File: src/rtl/gat_bram_load_bridge.sv
// gat_bram_load_bridge: host-to-BRAM write bridge with per-channel load
// tracking (done/error flags, write counters) and a shared pipelined read port.
//
// Ports:
//   clk, rst                  clock, async active-high reset
//   ch_arm, ch_expected       per-channel load start and target write count
//   host_en/we/addr/din       per-channel host write (byte addresses)
//   bram_en/we/addr/din       registered BRAM port-A writes (word addresses)
//   ch_done, ch_err, ch_count per-channel load status
//   all_done                  registered AND of ch_done
//   rd_en, rd_ch, rd_addr     shared read request (byte address)
//   bram_rd_en, bram_rd_addr  registered BRAM port-B read request
//   bram_dout                 BRAM port-B data, RD_LAT cycles after request
//   rd_data, rd_valid         registered read result
module gat_bram_load_bridge #(
  parameter int NUM_CH  = 4,
  parameter int DATA_W  = 32,
  parameter int WADDR_W = 18,
  parameter int BOFS_W  = 2,
  parameter int CNT_W   = 20,
  parameter int RD_LAT  = 2,
  localparam int AW     = WADDR_W + BOFS_W,
  localparam int CH_W   = (NUM_CH > 1) ? $clog2(NUM_CH) : 1
) (
  input  logic                      clk,
  input  logic                      rst,
  input  logic [NUM_CH-1:0]         ch_arm,
  input  logic [NUM_CH*CNT_W-1:0]   ch_expected,
  input  logic [NUM_CH-1:0]         host_en,
  input  logic [NUM_CH-1:0]         host_we,
  input  logic [NUM_CH*AW-1:0]      host_addr,
  input  logic [NUM_CH*DATA_W-1:0]  host_din,
  output logic [NUM_CH-1:0]         bram_en,
  output logic [NUM_CH-1:0]         bram_we,
  output logic [NUM_CH*WADDR_W-1:0] bram_addr,
  output logic [NUM_CH*DATA_W-1:0]  bram_din,
  output logic [NUM_CH-1:0]         ch_done,
  output logic [NUM_CH-1:0]         ch_err,
  output logic [NUM_CH*CNT_W-1:0]   ch_count,
  output logic                      all_done,
  input  logic                      rd_en,
  input  logic [CH_W-1:0]           rd_ch,
  input  logic [AW-1:0]             rd_addr,
  output logic [NUM_CH-1:0]         bram_rd_en,
  output logic [WADDR_W-1:0]        bram_rd_addr,
  input  logic [NUM_CH*DATA_W-1:0]  bram_dout,
  output logic [DATA_W-1:0]         rd_data,
  output logic                      rd_valid
);

  typedef enum logic [1:0] {
    S_IDLE,
    S_LOAD,
    S_DONE
  } st_e;

  // Per-channel load state
  st_e st_q [NUM_CH];
  st_e st_d [NUM_CH];

  logic [NUM_CH-1:0][CNT_W-1:0]   cnt_q, cnt_d;
  logic [NUM_CH-1:0][CNT_W-1:0]   exp_q, exp_d;
  logic [NUM_CH-1:0]              done_q, done_d;
  logic [NUM_CH-1:0]              err_q, err_d;
  logic                           all_done_q, all_done_d;

  // Registered write path
  logic [NUM_CH-1:0]              wen_q, wen_d;
  logic [NUM_CH-1:0][WADDR_W-1:0] waddr_q, waddr_d;
  logic [NUM_CH-1:0][DATA_W-1:0]  wdin_q, wdin_d;

  // Read pipeline: stage 0 is the cycle bram_rd_en is presented,
  // stage RD_LAT is the cycle bram_dout holds the data.
  logic [RD_LAT:0]                vld_q, vld_d;
  logic [RD_LAT:0][CH_W-1:0]      chp_q, chp_d;
  logic [NUM_CH-1:0]              brd_en_q, brd_en_d;
  logic [WADDR_W-1:0]             brd_addr_q, brd_addr_d;
  logic [DATA_W-1:0]              rd_data_q, rd_data_d;
  logic                           rd_valid_q, rd_valid_d;

  logic [AW-1:0]                  ha;
  logic [CNT_W-1:0]               cnt_inc;
  logic [CNT_W-1:0]               exp_in;
  logic                           wr;
  logic [DATA_W-1:0]              rd_sel;

  // Byte-offset bits of the read address carry no meaning for reads
  logic                           rd_bofs_unused;
  assign rd_bofs_unused = ^rd_addr[BOFS_W-1:0];

  // Load tracking and write forwarding
  always_comb begin
    ha         = '0;
    cnt_inc    = '0;
    exp_in     = '0;
    wr         = 1'b0;
    cnt_d      = cnt_q;
    exp_d      = exp_q;
    done_d     = done_q;
    err_d      = err_q;
    wen_d      = '0;
    waddr_d    = waddr_q;
    wdin_d     = wdin_q;
    all_done_d = &done_q;
    for (int c = 0; c < NUM_CH; c++) begin
      st_d[c] = st_q[c];
      ha      = host_addr[c*AW +: AW];
      exp_in  = ch_expected[c*CNT_W +: CNT_W];
      cnt_inc = cnt_q[c] + CNT_W'(1);
      wr      = host_en[c] & host_we[c];
      if (ch_arm[c]) begin
        // Arm has priority; a same-cycle write is dropped silently
        cnt_d[c] = '0;
        err_d[c] = 1'b0;
        exp_d[c] = exp_in;
        if (exp_in == '0) begin
          done_d[c] = 1'b1;
          st_d[c]   = S_DONE;
        end else begin
          done_d[c] = 1'b0;
          st_d[c]   = S_LOAD;
        end
      end else if (wr) begin
        if (ha[BOFS_W-1:0] != '0) begin
          err_d[c] = 1'b1;
        end else if (st_q[c] == S_LOAD) begin
          wen_d[c]   = 1'b1;
          waddr_d[c] = ha[AW-1:BOFS_W];
          wdin_d[c]  = host_din[c*DATA_W +: DATA_W];
          cnt_d[c]   = cnt_inc;
          if (cnt_inc == exp_q[c]) begin
            done_d[c] = 1'b1;
            st_d[c]   = S_DONE;
          end
        end else begin
          // Overrun after DONE or write to an unarmed channel
          err_d[c] = 1'b1;
        end
      end
    end
  end

  // Read request and return pipeline
  always_comb begin
    vld_d    = '0;
    chp_d    = '0;
    brd_en_d = '0;
    rd_sel   = '0;
    vld_d[0] = rd_en;
    chp_d[0] = rd_ch;
    for (int i = 1; i <= RD_LAT; i++) begin
      vld_d[i] = vld_q[i-1];
      chp_d[i] = chp_q[i-1];
    end
    for (int c = 0; c < NUM_CH; c++) begin
      brd_en_d[c] = rd_en && (rd_ch == CH_W'(c));
      if (chp_q[RD_LAT] == CH_W'(c)) begin
        rd_sel = bram_dout[c*DATA_W +: DATA_W];
      end
    end
    brd_addr_d = rd_en ? rd_addr[AW-1:BOFS_W] : brd_addr_q;
    rd_valid_d = vld_q[RD_LAT];
    rd_data_d  = vld_q[RD_LAT] ? rd_sel : rd_data_q;
  end

  always_ff @(posedge clk or posedge rst) begin
    if (rst) begin
      for (int c = 0; c < NUM_CH; c++) begin
        st_q[c] <= S_IDLE;
      end
      cnt_q      <= '0;
      exp_q      <= '0;
      done_q     <= '0;
      err_q      <= '0;
      all_done_q <= 1'b0;
      wen_q      <= '0;
      waddr_q    <= '0;
      wdin_q     <= '0;
      vld_q      <= '0;
      chp_q      <= '0;
      brd_en_q   <= '0;
      brd_addr_q <= '0;
      rd_data_q  <= '0;
      rd_valid_q <= 1'b0;
    end else begin
      for (int c = 0; c < NUM_CH; c++) begin
        st_q[c] <= st_d[c];
      end
      cnt_q      <= cnt_d;
      exp_q      <= exp_d;
      done_q     <= done_d;
      err_q      <= err_d;
      all_done_q <= all_done_d;
      wen_q      <= wen_d;
      waddr_q    <= waddr_d;
      wdin_q     <= wdin_d;
      vld_q      <= vld_d;
      chp_q      <= chp_d;
      brd_en_q   <= brd_en_d;
      brd_addr_q <= brd_addr_d;
      rd_data_q  <= rd_data_d;
      rd_valid_q <= rd_valid_d;
    end
  end

  assign bram_en      = wen_q;
  assign bram_we      = wen_q;
  assign bram_addr    = waddr_q;
  assign bram_din     = wdin_q;
  assign ch_done      = done_q;
  assign ch_err       = err_q;
  assign ch_count     = cnt_q;
  assign all_done     = all_done_q;
  assign bram_rd_en   = brd_en_q;
  assign bram_rd_addr = brd_addr_q;
  assign rd_data      = rd_data_q;
  assign rd_valid     = rd_valid_q;

endmodule
File: config.mk
export PLATFORM = sky130hd
export DESIGN_NAME = gat_bram_load_bridge
export DESIGN_NICKNAME = d
export VERILOG_FILES = /design/src/rtl/gat_bram_load_bridge.sv
export SDC_FILE = /design/constraint.sdc
export NUM_CORES = 1
export LEC_CHECK = 0
export ABC_AREA = 1
export BUFFER_PORTS_ARGS = -buffer_cell sky130_fd_sc_hd__buf_4
export CAP_MARGIN = 5
export CORE_AREA = 2 2 311 313
export DETAILED_ROUTE_END_ITERATION = 7
export DIE_AREA = 0 0 313 315
export PLACE_DENSITY_LB_ADDON = 0.1
export SYNTH_ARGS = -nofsm -noshare
export SYNTH_HDL_FRONTEND = slang
export SYNTH_SLANG_ARGS = --single-unit
File: constraint.sdc
create_clock -name clk -period 36.4 [get_ports clk]
set_input_delay 5.46 -clock clk [delete_from_list [all_inputs] [get_ports clk]]
set_output_delay 5.46 -clock clk [all_outputs]
set_load 0.02 [all_outputs]
==> impl_metrics.ini <==
[placed_design]
dp_hpwl_um = 66900
gp_congestion = 0.828
io_buffers = 802
place_inst = 4602
place_area_um2 = 28000
pre_cts_ws_ps = 28370

[sta]
hold_violations = 0
slew_headroom = 0.377
report.final.slew_viol_count = 0
fin_crit_sh = 0.200
max_freq_ghz = 0.137
setup_viol = 0
final.setup.tns_ps = 0
worst_pin_slew_ps = 934
rsz0062_at_grt = false
fin_ws_ps = 29100
finClkSkew_ps = 37.4
layout_min_cycle_time_ps = 7300
holdWs_ps = 341

[logic_synthesis]
synthesis.nets = 3068
synth_edf_count = 0
synth-main-ff-cell = dfrtp_1
synthArstFlopShare = 1.00
ys_ff_latch = 441
netlist-cell-type-count = 39
synthesis.area_um2 = 20600
synth_warnings = 0
synth_cells = 2611
syn_area_per_cell_um2 = 7.90
ys_seq_area_frac = 0.535

[final_layout]
layout_common_cells = 1,226 x nand2_1, 820 x buf_4, 440 x dfrtp_1
layout_commonest_cell = nand2_1
finalNonFillerCells = 4709
fill_cells = 10400
layout-drive-gt1-share = 0.283
fin_nets = 3843
fin_area_um2 = 30100
utilization = 0.314
syn_to_final_growth_pct = 45.6

[critical_path]
critPathLaunchType = primary input
required_ps = 36920
critical_path_class = primary input to flip-flop
end_kind = flip-flop
worstPathMaxFanout = 55
crit_arrival_ps = 7810

[min_path]
hp-class = flip-flop to flip-flop

[global_routing]
grt_usage = 0.175
globalRouteOverflowTotal = 0
grt_pass1_vias = 19900
grt_pass1_wl_um = 131000
use_met3 = 0.0520
grt_max_degree = 136
grtUsageMet1 = 0.219
antenna_found_initial = 4
use_met2 = 0.292
grt-busiest-layer = met2

[power]
swShare = 0.296
irDropWorstVdd_v = 0.0000294
power_frac_comb = 0.198
leakage_nw = 15.6
power.density_nw_per_um2 = 49.8
seqPwrFrac = 0.389
clock_power_share = 0.413
power_mw = 1.50
power.net_switching_mw = 0.444
p_int_mw = 1.05

[clock_network]
cts_buffers = 58
clockBufferDepth = 3
tritoncts = built
htreeDepth = 2
cts.sinks = 441
cts.hold.buffers_added = 0
cts_resized = 0
cts-root-buf = clkbuf_16
clock_latency_ps = 660
clkTransAtPathRegs_ps = 60
post-cts-setup-buffer-count = 0

[floorplanning]
chipHeight_um = 315
io_pins = 805
initial_core_util = 0.216
die_area_um2 = 98600
core_um2 = 95700
rows = 114
die_w_um = 313

[route]
remaining_drc_errors = 0
dr.pass1.iters = 5
drt_iter0_markers = 1064
ant_nets = 0
routed_wl_um = 89600
vias_per_cell = 4.25
vias = 20000
wl_per_cell_um = 19.0

[outcome]
outcome = completed

[flow_run]
cap_violations = 0
## logic make-up (layout without fill, tap and decap cells)
logic type                 after synthesis  in the layout  synth area share
and+or+nand+nor                       1598           1598             0.316
DFF                                    441            441             0.535
buffers and inverters                  295           1115            0.0557
AOI/OAI and AO/OA                      230            230            0.0654
xor gates and xnor gates                43             43            0.0259
adders and majority gates                4              4           0.00243
other                                    0              2                 0
## state kept, by name, indices dropped and copies added (netlist names)
signal,count
bram_din,128
ch_count,80
exp_q,80
bram_addr,72
rd_data,32
bram_rd_addr,18
st_q,8
bram_en,4
bram_rd_en,4
ch_err,4
chp_d,4
vld_q,3
chp_q,2
all_done,1
rd_valid,1
## layer usage
metal,wire length (um),vias up
met1,37900,9424
met2,43100,559
met5,39,-
li1,-,9877
met3,6220,131
met4,2380,6
## critical path, stage by stage
cell and delay, ps:
buf_4 110, nor2_1 320, nand2_1 220, nor2_4 110, buf_4 570, inv_2 360
buf_4 430, nand2_1 140, nand2_1 60
## synth_stat cells, drive strengths merged (3+ instances only)
master	instances	area share
nand2	1238	0.23
dfrtp	441	0.53
inv	184	0.033
nand3	162	0.040
o21ai	137	0.033
nor2	129	0.028
clkbuf	85	0.016
o22ai	54	0.016
a221oi	32	0.014
xor2	28	0.012
nand4	26	0.0082
buf	21	0.0058
nor4	19	0.0058
nor3	17	0.0052
xnor3	11	0.012
and2	5	0.0015
clkinv	5	0.00091
ha	4	0.0024
xnor2	4	0.0017
a21oi	3	0.00073
a31oi	3	0.00091
## power groups by stage
stage,clock (mW),combinational [mW],sequential [mW]
3_3_place_gp,0,0.304,0.591
4_1_cts,0.643,0.304,0.583
5_1_grt,0.663,0.324,0.591
6_report,0.618,0.296,0.583
3_5_place_dp,0,0.304,0.591
2_1_floorplan,0,0.0760,0.650
## path summary, 6_finish.rpt
| check | start | cells after the start | slack, ps | endpoint |
|---|---|---|---|---|
| setup / recovery | host_addr[21] | 9 | 29100 | bram_din[33]$_DFFE_PP0P_ |
| max in group asynchronous | rst | 4 | 29410 | bram_addr[24]$_DFFE_PP0P_ |
| hold reg to reg | chp_d[2]$_DFF_PP0_ | 0 | 340 | chp_d[4]$_DFF_PP0_ |
| hold / removal | chp_d[2]$_DFF_PP0_ | 0 | 340 | chp_d[4]$_DFF_PP0_ |
| setup reg to reg | st_q[7]$_DFFE_PP0P_ | 12 | 33280 | bram_din[22]$_DFFE_PP0P_ |
| min in group asynchronous | rst | 2 | 4860 | bram_addr[39]$_DFFE_PP0P_ |
## cell type report
type | instances | area, um2 | area share
diodes | 2 | 5.00 | 0.000167
clock buffers | 85 | 1700 | 0.0567
clock inverters | 20 | 327 | 0.0109
inverters | 189 | 717 | 0.0239
multi-input cells | 1875 | 8490 | 0.283
flip-flops and latches | 441 | 11000 | 0.367
well taps | 1276 | 1600 | 0.0531
repair buffers | 821 | 6180 | 0.205
(Power assumes the default switching activity.)
